$ cat src/rtl/control_fsm.sv
// Control sequencer for a simple multi-cycle processor: fetch (T0) and up to
// three execute steps (T1..T3) that drive register enables, bus selects and the
// ALU operation from the current state and the instruction word.
module control_fsm (
    input  logic        Clock,
    input  logic        Resetn,
    input  logic        Run,
    input  logic [15:0] IR,
    input  logic        Gnz,
    output logic [7:0]  Rin,
    output logic [7:0]  Rout,
    output logic        IRin,
    output logic        Ain,
    output logic        Gin,
    output logic        Gout,
    output logic        DINout,
    output logic        AddSub,
    output logic        PCinc,
    output logic        Done
);

    typedef enum logic [1:0] {
        T0 = 2'd0,
        T1 = 2'd1,
        T2 = 2'd2,
        T3 = 2'd3
    } state_t;

    localparam logic [2:0] OP_MV   = 3'b000;
    localparam logic [2:0] OP_MVI  = 3'b001;
    localparam logic [2:0] OP_ADD  = 3'b010;
    localparam logic [2:0] OP_SUB  = 3'b011;
    localparam logic [2:0] OP_MVNZ = 3'b100;

    state_t     state;
    state_t     next_state;
    logic [2:0] opcode;
    logic [2:0] rx;
    logic [2:0] ry;
    logic [7:0] rx_sel;
    logic [7:0] ry_sel;
    logic       unused_ir;

    assign opcode    = IR[15:13];
    assign rx        = IR[12:10];
    assign ry        = IR[9:7];
    assign rx_sel    = 8'b0000_0001 << rx;
    assign ry_sel    = 8'b0000_0001 << ry;
    assign unused_ir = ^IR[6:0];

    // State register; reset always returns to fetch and wins over Run.
    always_ff @(posedge Clock) begin
        if (!Resetn) begin
            state <= T0;
        end else begin
            state <= next_state;
        end
    end

    // Next-state and output decode; outputs held low while reset is asserted
    // so an aborted instruction cannot emit any further enables.
    always_comb begin
        next_state = state;
        Rin        = 8'h00;
        Rout       = 8'h00;
        IRin       = 1'b0;
        Ain        = 1'b0;
        Gin        = 1'b0;
        Gout       = 1'b0;
        DINout     = 1'b0;
        AddSub     = 1'b0;
        PCinc      = 1'b0;
        Done       = 1'b0;

        case (state)
            T0: begin
                if (Run) begin
                    IRin       = 1'b1;
                    PCinc      = 1'b1;
                    next_state = T1;
                end
            end
            T1: begin
                next_state = T0;
                case (opcode)
                    OP_MV: begin
                        Rout = ry_sel;
                        Rin  = rx_sel;
                        Done = 1'b1;
                    end
                    OP_MVI: begin
                        DINout = 1'b1;
                        Rin    = rx_sel;
                        PCinc  = 1'b1;
                        Done   = 1'b1;
                    end
                    OP_ADD, OP_SUB: begin
                        Rout       = rx_sel;
                        Ain        = 1'b1;
                        next_state = T2;
                    end
                    OP_MVNZ: begin
                        if (Gnz) begin
                            Rout = ry_sel;
                            Rin  = rx_sel;
                        end
                        Done = 1'b1;
                    end
                    default: begin
                        Done = 1'b1;
                    end
                endcase
            end
            T2: begin
                Rout       = ry_sel;
                Gin        = 1'b1;
                AddSub     = (opcode == OP_SUB);
                next_state = T3;
            end
            T3: begin
                Gout       = 1'b1;
                Rin        = rx_sel;
                Done       = 1'b1;
                next_state = T0;
            end
            default: begin
                next_state = T0;
            end
        endcase

        if (!Resetn) begin
            Rin    = 8'h00;
            Rout   = 8'h00;
            IRin   = 1'b0;
            Ain    = 1'b0;
            Gin    = 1'b0;
            Gout   = 1'b0;
            DINout = 1'b0;
            AddSub = 1'b0;
            PCinc  = 1'b0;
            Done   = 1'b0;
        end
    end

endmodule

$ cat config.mk
export PLATFORM = sky130hd
export DESIGN_NAME = control_fsm
export DESIGN_NICKNAME = d
export VERILOG_FILES = /design/src/rtl/control_fsm.sv
export SDC_FILE = /design/constraint.sdc
export NUM_CORES = 1
export LEC_CHECK = 0
export BUFFER_PORTS_ARGS = -buffer_cell sky130_fd_sc_hd__buf_2
export CAP_MARGIN = 10
export CORE_MARGIN = 1.5
export CORE_UTILIZATION = 35
export DETAILED_ROUTE_END_ITERATION = 12
export PLACE_DENSITY = 0.68
export SYNTH_ARGS = -nofsm -noshare
export SYNTH_HDL_FRONTEND = slang
export SYNTH_SLANG_ARGS = --single-unit
$ cat constraint.sdc
create_clock -name Clock -period 2.3 [get_ports Clock]
set_input_delay 0.46 -clock Clock [delete_from_list [all_inputs] [get_ports Clock]]
set_output_delay 0.46 -clock Clock [all_outputs]
set_load 0.05 [all_outputs]
* Yosys cells after proc, flatten, opt, wreduce, memory -nomap -nowiden
Index checks and enable logic that the tools add are counted.
** Word-level totals
- Register bits :: 2
- Latch bits :: 0
- Memory bits (writable) :: 0
- Bits in read-only memories :: 0
- Bits of input ports :: 20
- Output and inout bits :: 24
- Memories kept :: 0
** Operators by class
- $add $sub $neg :: 0
- Multipliers :: 0
- Div/mod/pow operators :: 0
- $lt $le $gt $ge :: 0
- Equal/unequal tests :: 8
- Shift-type cells :: 2
- Multiplexer cells :: 31
- Bitwise logic cells :: 0
- Reductions and logical operators :: 4
** Operator list (number)
- case mux 8 bit (2 select lines) :: 3
- 2-to-1 mux 8 bit :: 4
- case mux 8 bit (3 select lines) :: 1
- 2-to-1 mux 1 bit :: 18
- left shift 1 x 3 -> 8 bit (first input constant) :: 2
- case mux 2 bit (4 select lines) :: 1
- == test 3 x 2 -> 1 bit (second input constant) :: 2
- == test 2 bit (second input constant) :: 2
- 2-to-1 mux 2 bit :: 2
- case mux 1 bit (2 select lines) :: 2
- OR reduction 2 bit :: 2
- == test 3 x 1 -> 1 bit (second input constant) :: 1
- == test 3 bit (second input constant) :: 1
- logical NOT 3 bit :: 1
- == test 2 x 1 -> 1 bit (second input constant) :: 1
- logical NOT 2 bit :: 1
- inequality test 2 bit (second input constant) :: 1

* Logic depth before layout (Yosys ltp)
Gate-level depths: netlist of run 1.
- Depth in word-level cells :: 5
- Mapped depth :: 6
- Gate-level depth less buffers :: 6

* Least setup slack after synthesis of run 1
Ideal clock, no wire load.
- Path type :: reg-to-output
- From :: register state[0]
- To :: output Rin[7]
- Data arrival time :: 2.244 ns
- Slack :: -0.404 ns
- Cell stages (with the launch flop) :: 6
- Cell sequence :: dfxtp_1 ha_1 nor2b_1 a21boi_2 o211ai_1 nor3_1
** On the way
- Word-level cells in the longest chain between the ends :: 3
- Elaborated cells between the ends (all ways) :: 4
- Classes of those cells :: eq/ne: 2; mux: 2
** Ends and longest elaborated chain
- start, declared :: line 35 : state_t state;
- start signal, assigned :: line 56 : state <= next_state;
- == test 2 bit or == test 2 x 1 -> 1 bit (tied branches) :: line 75 : case (state)
- case mux 8 bit (2 select lines) (*) :: line 75
- 2-to-1 mux 8 bit (*) :: line 131 : if (!Resetn) begin
- end, declared :: line 10 : output logic [7:0] Rin,
Every way passes the cells marked *; elsewhere a longest branch is shown, timed or not.

==> metrics.md, run 1 <==
| Metric | Value |
|---|---|
| Synthesized cell area | `589 sq um` |
| Hold endpoint | `state[0]` |
| Yosys cell types | `32` |
| Worst EP arrival | `1760 ps` |
| Placed Area | `846 sq um` |
| CTS Buf Count | `3` |
| Worst slew pin tran | `528 ps` |
| Synth Flop Type | `dfxtp_1` |
| Chip Height | `44.0 um` |
| Area added between synthesis and finish | `61.6%` |
| Post-Place Worst Slack | `93.0 ps` |
| Endpoints failing hold | `0` |
| Total grt overflow | `0` |
| # IOs | `44` |
| Logic pwr share | `52.7%` |
| Buffers added on ports | `36` |
| Average size of a mapped cell | `6.55 sq um` |
| Initial antenna violation count | `0` |
| DRC | `0` |
| Pwr dens | `264 nW/um^2` |
| Fmax | `450 MHz` |
| Clk_lat worst skew | `220 ps` |
| DR vias | `798` |
| Worst R2R Setup Slack | `1170 ps` |
| Sw Ratio | `42.7%` |
| GRT Resource Usage Total | `19.4%` |
| Final ANT Viol Nets | `0` |
| Core Util, Final | `61.8%` |
| Final Wtd Congestion | `0.867` |
| Die area | `1940 sq um` |
| Setup ws final | `80.2 ps` |
| Final #Nets | `159` |
| Clock buffer depth | `2` |
| Worst slew margin | `64.7%` |
| R2R depth | `6` |
| Register area share after synthesis | `6.79%` |
| Tot Pwr | `0.251 mW` |
| Tcrit/Tclk final | `96.5%` |
| Drt pass-1 iters | `4` |
| Total Neg Setup Slack | `0 ps` |
| Final Max Tran Viols | `0` |
| Synthesis-stage register bit count | `2` |
| Register share of total power | `16.4%` |
| CP startpoint kind | `flop` |
| Final WL | `1.74 mm` |
| DR WL/cell | `11.7 um` |
| Clk sinks | `2` |
| Reg clk slew, reported paths | `30 ps` |
| Async set-or-reset flop fraction in the synthesized netlist | `0%` |
| Share of layout cells above drive strength 1 | `47.4%` |
| Final Cell Area | `952 sq um` |
| Lkg Pwr | `0.454 nW` |
| Global-route wire length before repair | `2.89 mm` |
| Crit path max fanout | `4` |
| Clock skew | `2.02 ps` |
| H-tree levels | `1` |
| Number of global-route vias before repair | `649` |
| Iteration-0 DRC Markers | `19` |
| Hold Path Class | `input port to flop` |
| Crit Reg-Reg Startpoint | `state[0]` |
| Max_cap viols | `0` |
| Syn nets | `114` |
| Final min period | `2220 ps` |
| Die width | `44.0 um` |
| Hold_sp | `Run` |
| Synth warnings | `0` |
| Pin count of the biggest net entering global routing | `14` |
| Metal2 WL | `813 um` |
| Status | `finished clean` |
| CTS tree | `yes` |
| Hold depth | `3` |
| WS Path Type | `flop to output port` |
| CORE AREA | `1540 sq um` |
| Worst setup EP type | `output port` |
| Number of flops mapped to enable cells by yosys | `0` |
| Root buf cell | `clkbuf_4` |
| N_diodes | `0` |
| P_int | `0.144 mW` |
| Peak VDD IR | `293 uV` |
| Cells after Synth | `90` |
| Vias per Instance | `5.36` |
| Final setup viols | `0` |
| Top Layer Used | `met3` |
| Hpwl dp | `1.40 mm` |
| Initial Util | `38.2%` |
| Num rows | `14` |
| Psw | `0.107 mW` |
| Routed wl met3 | `87 um` |
| M1 wire length | `843 um` |
| Required @ worst endpoint | `1840 ps` |
| Clock power frac | `31.0%` |
kinds of logic (layout without fill, tap and decap cells):
group | Yosys count | in the layout | share of synthesized area, %
and+or+nand+nor | 56 | 56 | 50.1
AOI/OAI and AO/OA | 22 | 22 | 29.7
buffers and inverters | 5 | 48 | 3.18
adders and majority gates | 4 | 4 | 8.49
DFF | 2 | 2 | 6.79
muxes | 1 | 1 | 1.70
power by group through the flow:
stage | clock [mW] | sequential (mW) | combinational, mW
global route | 0.0867 | 0.0419 | 0.143
floorplan | 0 | 0.0405 | 0.0704
detailed placement | 0 | 0.0399 | 0.119
CTS | 0.0834 | 0.0395 | 0.121
finish | 0.0777 | 0.0411 | 0.132
global placement | 0 | 0.0398 | 0.118
repair_timing:
item,4_1_cts,5_1_grt
hold buffers,0,0
setup buffers,1,0
resized for setup,9,11
pin swaps,1,2
setup endpoints to repair,7,14
final cells by class:
cell class	instances	area (sq um)
fill	148	589
multi-input combinational	83	609
tap	16	20.0
inverter	4	15.0
timing repair buffer	41	240
sequential	2	45.0
clock buffer	3	22.5
worst max-delay path, stage by stage, from the launching register on:
cell and delay (ps):
dfxtp_2 330, inv_2 100, ha_4 150, nor2b_1 130
a21boi_2 190, o211ai_1 110, buf_4 170, nor3_4 180
buf_6 180
cells in the mapped netlist, drive strengths merged (2+ instances only):
cell type / number / area [sq um]
a21oi: 6 / 30.0
a31oi: 2 / 27.5
a32oi: 2 / 17.5
and2: 2 / 12.5
and3: 5 / 31.3
dfxtp: 2 / 40.0
ha: 4 / 50.1
inv: 3 / 11.3
nand2: 7 / 26.3
nand2b: 5 / 31.3
nand3: 7 / 35.0
nand4: 2 / 12.5
nor2: 13 / 48.8
nor2b: 8 / 50.1
nor3: 3 / 15.0
o21ai: 6 / 37.5
cells in the final DEF (no fill, tap or decap), types with 2 or more instances in the layout:
master	n
buf_6	2
a21oi_1	5
nor2_1	13
a32oi_1	2
ha_4	2
nor2b_1	8
nand2b_1	5
nand4_1	2
buf_4	9
nor3_2	2
nand3_1	7
nand2_1	6
and3_1	5
o21ai_1	3
and2_1	2
o21ai_2	2
ha_1	2
clkbuf_4	3
inv_1	2
buf_2	30
per-stage QoR:
step | hold WS (ps) | cells
2_1_floorplan | 541 | 90
3_3_place_gp | 685 | 145
3_5_place_dp | 691 | 145
4_1_cts | 538 | 149
5_1_grt | 597 | 149
6_report | 548 | 149
layer usage:
| layer | track usage (%) | vias up |
|---|---|---|
| met5 | 0 | - |
| li1 | - | 413 |
| met4 | 5.45 | 0 |
| met2 | 31.2 | 23 |
| met1 | 26.8 | 362 |
| met3 | 2.86 | 0 |
how the worst max path moves through the flow:
stage,slack [ps],endpoint,from,cells after the start
4_1_cts,-9,Rin[7],flop,8
6_report,80,Rin[7],flop,8
3_5_place_dp,90,Rout[4],IR[14],6
2_1_floorplan,-50,Rout[1],state[0],6
5_1_grt,-1,Rin[3],flop,8
3_3_place_gp,120,Rout[4],IR[14],6
Power figures use the tool's default switching activity.
==> run 2: changes to the inputs <==
--- a/config.mk
+++ b/config.mk
@@ -9,3 +9,3 @@
 export CAP_MARGIN = 10
-export CORE_MARGIN = 1.5
+export CORE_MARGIN = 2
 export CORE_UTILIZATION = 35
--- a/constraint.sdc
+++ b/constraint.sdc
@@ -3,2 +3,2 @@
 set_output_delay 0.46 -clock Clock [all_outputs]
-set_load 0.05 [all_outputs]
+set_load 0.02 [all_outputs]
==> run 2 against run 1 <==
Largest power group unchanged; first-iteration DRC count is 110% higher; register-to-register slack lost 40 ps; clock power increased by 11%; critical endpoint unchanged.
==> metrics.md, run 2 (same netlist as run 1, synthesis figures left out) <==
| Metric | Value |
|---|---|
| Fmax | `454 MHz` |
| Placed Area | `801 sq um` |
| Final Max Tran Viols | `0` |
| Final setup viols | `0` |
| Final WL | `1.84 mm` |
| Core Util, Final | `55.9%` |
| Share of layout cells above drive strength 1 | `40.8%` |
| Final #Nets | `156` |
| Worst slew pin tran | `450 ps` |
| Family with the most delay on the worst path | `compound AO/OA/AOI/OAI gates` |
| Buffers added on ports | `36` |
| Chip Height | `45.0 um` |
| CP bufs+invs | `2` |
| Post-Place Worst Slack | `208 ps` |
| GRT Resource Usage Total | `17.8%` |
| Reg clk slew, reported paths | `40 ps` |
| Drt pass-1 iters | `4` |
| Commonest non-fill, non-tap cell in the layout | `buf_2` |
| CORE AREA | `1540 sq um` |
| Fillers | `166` |
| Max_cap viols | `0` |
| RSZ-0062 raised after global routing | `yes` |
| Initial Util | `38.2%` |
| Worst EP arrival | `1740 ps` |
| DRC | `0` |
| Tot Pwr | `0.236 mW` |
| Tcrit/Tclk final | `95.7%` |
| Number of global-route vias before repair | `654` |
| Hold_buf cts | `0` |
| Area added between synthesis and finish | `46.3%` |
| Final min period | `2200 ps` |
| # IOs | `44` |
| WS Path Type | `flop to output port` |
| Clk sinks | `2` |
| Total Neg Setup Slack | `0 ps` |
| Status | `finished clean` |
| Endpoints failing hold | `0` |
| Die width | `45.0 um` |
| Final Cell Area | `862 sq um` |
| Most frequent cells in the layout | `buf_2 (34), nor2_1 (13), nor2b_1 (8)` |
| H-tree levels | `1` |
| Hold Path Class | `input port to flop` |
| Crit path max fanout | `6` |
| CTS Buf Count | `3` |
| CP startpoint kind | `flop` |
| Worst path slowest cell | `dfxtp_1` |
| Pin count of the biggest net entering global routing | `14` |
| Pwr dens | `274 nW/um^2` |
| Vias per Instance | `5.58` |
| CTS tree | `yes` |
| Clock buffer depth | `2` |
| Peak VDD IR | `234 uV` |
| Final ANT Viol Nets | `0` |
| Root buf cell | `clkbuf_4` |
| Required @ worst endpoint | `1840 ps` |
| Crit path cell chain | `inv_2 > ha_4 > nor2b_1 > a21boi_2 > o211ai_1 > nor3_1 > buf_4` |
| Num rows | `14` |
| Max incr delay on CP | `370 ps` |
| Die area | `2030 sq um` |
| Final Wtd Congestion | `0.774` |
| Worst setup EP type | `output port` |
| Hpwl dp | `1.33 mm` |
| N_diodes | `0` |
| Setup ws final | `98.1 ps` |
| Worst slew margin | `70.0%` |
| Total grt overflow | `0` |
| Initial antenna violation count | `0` |
| Iteration-0 DRC Markers | `39` |
| DR vias | `815` |
| Post-CTS Repair Setup Buffers | `0` |
| Global-route wire length before repair | `2.76 mm` |
| Clock skew | `1.73 ps` |
| Clk_lat worst skew | `230 ps` |
| DR WL/cell | `12.6 um` |
| Lkg Pwr | `0.416 nW` |
run 2: cell count changes in the layout (fill, tap and decap cells not counted), sizes merged:
cell  delta
buf      -3
run 2: path summary, 6_finish.rpt:
path	from	slack (ps)	cells after the start	end
min	Run	520	3	state[0]
max	flop	100	7	Rin[7]
min reg2reg	state[0]	570	2	state[0]
max reg2reg	state[0]	1130	6	flop
run 2: routing by layer:
metal / global-route usage [%] / vias to the layer above / wire (um)
met5: 0 / - / 0
met4: 5.29 / 0 / 0
met3: 1.20 / 0 / 151
met2: 28.9 / 38 / 883
met1: 25.2 / 363 / 802
li1: - / 414 / -
run 2: power breakdown:
part,internal [mW],switching (mW)
registers,0.0378,0.00460
logic,0.0437,0.0637
clock network,0.0583,0.0282
run 2: repair_timing:
action / in CTS / in global routing
gates resized for setup: 3 / 6
pin swaps: 0 / 1
gates cloned: 0 / 0
setup endpoints to repair: 3 / 7
run 2: through the flow:
stage / hold WS, ps / instances
3_5_place_dp: 590 / 143
5_1_grt: 557 / 146
4_1_cts: 521 / 146
3_3_place_gp: 571 / 143
2_1_floorplan: 541 / 90
6_report: 516 / 146
run 2: worst register-to-register path, stage by stage (launching register included):
cell	delay [ps]
dfxtp_4	370
inv_1	100
ha_4	180
nand2b_1	90
a21oi_1	70
a41oi_1	170
nor2b_1	70
run 2: area by class of cell:
| cell class | count | area (sq um) | share of cell area [%] |
|---|---|---|---|
| multi-input combinational | 83 | 561 | 65.0 |
| timing repair buffer | 38 | 200 | 23.2 |
| sequential | 2 | 43.8 | 5.08 |
| clock buffer | 3 | 22.5 | 2.61 |
| tap | 16 | 20.0 | 2.32 |
| inverter | 4 | 15.0 | 1.74 |
